[src/rtl/if_fetch_pkg.sv]
// Shared definitions for the instruction-fetch stage.
package if_fetch_pkg;

  localparam logic [31:0] RESET_PC_DEFAULT = 32'h0000_0000;
  localparam logic [31:0] BUBBLE           = 32'b0;

  typedef enum logic [1:0] {
    ST_REQ  = 2'd0,
    ST_WAIT = 2'd1,
    ST_HOLD = 2'd2
  } fetch_state_e;

  // B-type branch immediate field of an instruction word.
  function automatic logic [11:0] b_imm(input logic [31:0] inst);
    return {inst[31], inst[7], inst[30:25], inst[11:8]};
  endfunction

endpackage

[src/rtl/if_fetch_hold_buf.sv]
// One-entry pc/instruction buffer for a word that arrives while the output is stalled.
module fetch_hold_buf (
  input  logic        clk_i,
  input  logic        rst_i,
  input  logic        load_i,
  input  logic        drain_i,
  input  logic        clear_i,
  input  logic [31:0] pc_i,
  input  logic [31:0] inst_i,
  output logic [31:0] pc_o,
  output logic [31:0] inst_o
);
  import if_fetch_pkg::*;

  logic [31:0] pc_q, pc_d;
  logic [31:0] inst_q, inst_d;

  // Capture on load; drain and clear both empty the entry.
  always_comb begin
    pc_d   = pc_q;
    inst_d = inst_q;
    if (clear_i || drain_i) begin
      pc_d   = '0;
      inst_d = BUBBLE;
    end else if (load_i) begin
      pc_d   = pc_i;
      inst_d = inst_i;
    end
  end

  // Buffer registers.
  always_ff @(posedge clk_i) begin
    if (rst_i) begin
      pc_q   <= '0;
      inst_q <= '0;
    end else begin
      pc_q   <= pc_d;
      inst_q <= inst_d;
    end
  end

  assign pc_o   = pc_q;
  assign inst_o = inst_q;

endmodule

[src/rtl/if_fetch.sv]
// Instruction fetch: one outstanding memory request, stall buffering and branch redirect.
module if_fetch
  import if_fetch_pkg::*;
#(
  parameter logic [31:0] RESET_PC = RESET_PC_DEFAULT
) (
  input  logic        clk_i,
  input  logic        rst_i,
  input  logic        hazard_i,
  input  logic        flush_i,
  input  logic [31:0] branch_target_i,
  output logic        imem_req_o,
  output logic [31:0] imem_addr_o,
  input  logic        imem_ready_i,
  input  logic        imem_valid_i,
  input  logic [31:0] imem_rdata_i,
  output logic [31:0] pc_o,
  output logic [31:0] inst_o,
  output logic [11:0] pcIm_o,
  output logic        valid_o
);

  fetch_state_e state_q, state_d;
  logic [31:0]  fetch_pc_q, fetch_pc_d;
  logic         drop_q, drop_d;
  logic [31:0]  pc_q, pc_d;
  logic [31:0]  inst_q, inst_d;
  logic [11:0]  pcim_q, pcim_d;
  logic         valid_q, valid_d;

  logic         buf_load, buf_drain, buf_clear;
  logic [31:0]  buf_pc, buf_inst;
  logic         slot_free;
  logic         rsp_take;

  assign slot_free = !valid_q || !hazard_i;
  assign rsp_take  = (state_q == ST_WAIT) && imem_valid_i && !drop_q;

  fetch_hold_buf u_hold_buf (
    .clk_i   (clk_i),
    .rst_i   (rst_i),
    .load_i  (buf_load),
    .drain_i (buf_drain),
    .clear_i (buf_clear),
    .pc_i    (fetch_pc_q),
    .inst_i  (imem_rdata_i),
    .pc_o    (buf_pc),
    .inst_o  (buf_inst)
  );

  // State and datapath registers.
  always_ff @(posedge clk_i) begin
    if (rst_i) begin
      state_q    <= ST_REQ;
      fetch_pc_q <= {RESET_PC[31:2], 2'b00};
      drop_q     <= 1'b0;
      pc_q       <= '0;
      inst_q     <= '0;
      pcim_q     <= '0;
      valid_q    <= 1'b0;
    end else begin
      state_q    <= state_d;
      fetch_pc_q <= fetch_pc_d;
      drop_q     <= drop_d;
      pc_q       <= pc_d;
      inst_q     <= inst_d;
      pcim_q     <= pcim_d;
      valid_q    <= valid_d;
    end
  end

  // Next state and drop flag; a redirect overrides every other transition.
  always_comb begin
    state_d = state_q;
    drop_d  = drop_q;
    if (flush_i) begin
      unique case (state_q)
        ST_REQ: begin
          // An accepted request now belongs to the old path, so its response must be dropped.
          if (imem_req_o && imem_ready_i) begin
            state_d = ST_WAIT;
            drop_d  = 1'b1;
          end
        end
        ST_WAIT: begin
          if (imem_valid_i) begin
            state_d = ST_REQ;
            drop_d  = 1'b0;
          end else begin
            drop_d  = 1'b1;
          end
        end
        ST_HOLD: state_d = ST_REQ;
        default: state_d = ST_REQ;
      endcase
    end else begin
      unique case (state_q)
        ST_REQ: begin
          if (imem_req_o && imem_ready_i) state_d = ST_WAIT;
        end
        ST_WAIT: begin
          if (imem_valid_i) begin
            if (drop_q) begin
              drop_d  = 1'b0;
              state_d = ST_REQ;
            end else if (slot_free) begin
              state_d = ST_REQ;
            end else begin
              state_d = ST_HOLD;
            end
          end
        end
        ST_HOLD: begin
          if (!hazard_i) state_d = ST_REQ;
        end
        default: state_d = ST_REQ;
      endcase
    end
  end

  // Memory request, fetch pointer, presented instruction and buffer control.
  always_comb begin
    imem_req_o  = (state_q == ST_REQ) && !rst_i;
    imem_addr_o = fetch_pc_q;
    fetch_pc_d  = fetch_pc_q;
    pc_d        = pc_q;
    inst_d      = inst_q;
    pcim_d      = pcim_q;
    valid_d     = valid_q;
    buf_load    = 1'b0;
    buf_drain   = 1'b0;
    buf_clear   = 1'b0;
    if (flush_i) begin
      fetch_pc_d = branch_target_i & 32'hFFFF_FFFC;
      valid_d    = 1'b0;
      inst_d     = BUBBLE;
      pcim_d     = '0;
      buf_clear  = 1'b1;
    end else begin
      // Consumption first; a word loaded below in the same cycle overrides the bubble.
      if (valid_q && !hazard_i) begin
        valid_d = 1'b0;
        inst_d  = BUBBLE;
        pcim_d  = '0;
      end
      if (rsp_take) begin
        fetch_pc_d = fetch_pc_q + 32'd4;
        if (slot_free) begin
          pc_d    = fetch_pc_q;
          inst_d  = imem_rdata_i;
          pcim_d  = b_imm(imem_rdata_i);
          valid_d = 1'b1;
        end else begin
          buf_load = 1'b1;
        end
      end else if ((state_q == ST_HOLD) && !hazard_i) begin
        pc_d      = buf_pc;
        inst_d    = buf_inst;
        pcim_d    = b_imm(buf_inst);
        valid_d   = 1'b1;
        buf_drain = 1'b1;
      end
    end
  end

  assign pc_o    = pc_q;
  assign inst_o  = inst_q;
  assign pcIm_o  = pcim_q;
  assign valid_o = valid_q;

endmodule

[config.mk]
export PLATFORM = sky130hd
export DESIGN_NAME = if_fetch
export DESIGN_NICKNAME = d
export VERILOG_FILES = /design/src/rtl/if_fetch_pkg.sv /design/src/rtl/if_fetch_hold_buf.sv /design/src/rtl/if_fetch.sv
export SDC_FILE = /design/constraint.sdc
export NUM_CORES = 1
export LEC_CHECK = 0
export ABC_CLOCK_PERIOD_IN_PS = 4200
export CORE_MARGIN = 5
export CORE_UTILIZATION = 35
export CTS_CLUSTER_SIZE = 20
export DETAILED_ROUTE_END_ITERATION = 10
export GPL_TIMING_DRIVEN = 0
export PLACE_DENSITY = 0.7
export SLEW_MARGIN = 10
export SYNTH_ARGS = -nofsm -noshare
export SYNTH_HDL_FRONTEND = slang
export SYNTH_SLANG_ARGS = --single-unit
export TNS_END_PERCENT = 50
[constraint.sdc]
create_clock -name clk_i -period 4.2 [get_ports clk_i]
set_input_delay 0.42 -clock clk_i [delete_from_list [all_inputs] [get_ports clk_i]]
set_output_delay 0.42 -clock clk_i [all_outputs]
set_load 0.01 [all_outputs]
==> qor.csv <==
metric;value;unit
root_buffer;clkbuf_16;
numClockSinks;170;
grt_pass1_wl;39200;µm
overflow;0;
max-vdd-ir-drop;0.228;mV
clock_skew;0.0105;ns
rsz0062_at_grt;no;
vias_per_cell;5.41;
drtIter0Drc;769;
avgSynthCellArea;7.92;µm²
cp_max_fo;10;
first_pass_iters;5;
worstSkewPairLatency;0.43;ns
crit_type;input pin to flop;
h-tree-depth;4;
start_util;35.2;%
cp_data_required_time;4.55;ns
port_buffers;172;
synth_area_leaders;dfxtp_1 (46%), nand2_1 (11%), a21oi_1 (9.8%);
ctsResizeCount;0;
dieArea;23900;µm²
grt_max_degree;17;
die_y;155;µm
leakagePower;3.05;nW
synth_edf_count;0;
synthesis.area;7320;µm²
drv_cap;0;
min_period_over_period;62.5;%
slowest_delay;0.75;ns
worst_slew_pin_slew;0.885;ns
cts_buffers;17;
grt_pass1_vias;7176;
cts_buffer_depth;2;
die_width;155;µm
wl_per_cell;18.0;µm
crit_path_end_kind;flop;
worstHoldPathCells;2;
track_usage;20.5;%
cp_cell_sequence;clkdlybuf4s50_1 -> nand4bb_4 -> clkbuf_1 -> nor3_2 -> clkbuf_1 -> nand2_1 -> a21oi_1;
min_period;2.62;ns
vias;7603;
syn_inst;924;
core_area;20800;µm²
hold_violations;0;
setup_viol;0;
synth_top_flop_cell;dfxtp_1;
cpMaxStageDelayCell;nor3_2;
antenna_found_initial;0;
final_util;48.0;%
cp-start-kind;input pin;
arrival;2.98;ns
path_common_cell;clkbuf_1;
synth-async-reset-ratio;0;%
fin_hold_ws;0.453;ns
synth_area_leader_cell;dfxtp_1;
synth.top_cell.area_share;46.5;%
slew_headroom;40.5;%
ios;180;
fmax;381;MHz
synth.most_common_cell;nand2_1;
wirelength;25300;µm
nFillCells;2044;
critPathTopFamily;buffers and inverters;
worstHoldPathType;flop to flop;
cts_tree;done;
synth.distinct_cells;51;
status;finished clean;
yosysSeqAreaShare;46.5;%
cts_setup_buffers;0;
crit_buf_inv;3;
layout-drive-gt1-share;4.24;%
tns;0;ns
ant_nets;0;
ys_ff_latch;170;
gp_congestion;0.902;
dp_hpwl;18300;µm
clk_pin_slew;0.07;ns
synth_common_cells;nand2_1 (205), dfxtp_1 (170), a21oi_1 (144), clkbuf_1 (72), nand3_1 (55);
ys_warn_count;0;
rows;53;
syn2layout_area_growth;36.5;%
drcViolationCount;0;
slew_violations;0;
worst-r2r-cell-count;6;
cp.depth;7;
antenna_cells;0;
hold_buffers;0;
nNetsFinal;1189;
powerDensity;362;nW/µm²
[power by group]
part / leakage, nW / internal, W / total (W) / switching [W]
clock: 0.272 / 0.000913 / 0.00159 / 0.000680
combinational: 1.40 / 0.000151 / 0.000336 / 0.000186
sequential: 1.38 / 0.00164 / 0.00169 / 0.0000466
total: 3.05 / 0.00270 / 0.00362 / 0.000912
[worst paths after layout]
kind                                            start                     to  slack, ns
worst min-delay path            u_hold_buf.inst_o[27]  u_hold_buf.inst_o[27]       0.45
worst min register to register  u_hold_buf.inst_o[27]  u_hold_buf.inst_o[27]       0.45
worst max-delay path                     imem_valid_i  u_hold_buf.inst_o[23]       1.58
worst max register to register             state_q[1]  u_hold_buf.inst_o[23]       1.68
[worst min-delay path: stages, from the launching register on]
cell and delay, ns:
dfxtp_1 0.31, nand2_1 0.05, a21oi_1 0.05
[final cells by class]
| type | instances | area (µm²) | share of cell area (%) |
|---|---|---|---|
| repair buffers | 172 | 1720 | 17.2 |
| clock inverters | 12 | 140 | 1.40 |
| flip-flops and latches | 170 | 3400 | 34.1 |
| well taps | 275 | 344 | 3.44 |
| clock buffers | 20 | 457 | 4.57 |
| multi-input cells | 658 | 3530 | 35.3 |
| inverters | 12 | 45.0 | 0.451 |
| plain buffers | 87 | 354 | 3.54 |
[per-stage QoR]
stage                     total power, W  instance area (µm²)  instances  worst slack, ns
after floorplan                  0.00185                 7330        927             2.24
after global placement           0.00205                 9400       1374             1.19
after detailed placement         0.00205                 9400       1374             1.13
after CTS                        0.00364                 9990       1406             1.54
after global routing             0.00373                 9990       1406             1.43
final                            0.00362                 9990       1406             1.58
[registers in the layout, indices dropped and copies added (netlist names)]
name               count
drop_q                 1
pc_o                  30
imem_addr_o           30
state_q                2
u_hold_buf.pc_o       30
inst_o                32
u_hold_buf.inst_o     32
pcIm_o                12
valid_o                1
[routing by layer]
layer,track usage [%],wire length [µm]
met5,0,0
met4,8.96,812
met3,4.03,1870
met2,31.2,11400
met1,28.3,11200
[placed cells by master (no fill, tap or decap), drive strengths merged, types with 4 or more instances in the layout]
cell           netlist  layout
nor3                10      10
o31ai                6       6
or4                  8       8
a22oi               31      31
nand4               13      13
inv                 11      13
nor2                26      26
a211o               31      31
buf                 15      15
a21oi              144     144
o21ai               41      41
nand2              205     205
clkbuf              72      92
a311oi              11      11
a221oi               4       4
a211oi              11      11
xor2                 4       4
or3                  7       7
conb                 1       4
nand3               55      55
clkdlybuf4s50        0     172
and4                 7       7
and3                 6       6
nor4                 4       4
dfxtp              170     170
clkinvlp             0       6
[cell families after synthesis]
group	share of synthesized area (%)
xor+xnor	0.838
buf+inv	5.45
compound gates	24.6
simple gates	22.1
fa+ha+maj	0.171
mux	0.274
other cells	0.0512
flops	46.5
Power figures use the tool's default switching activity.
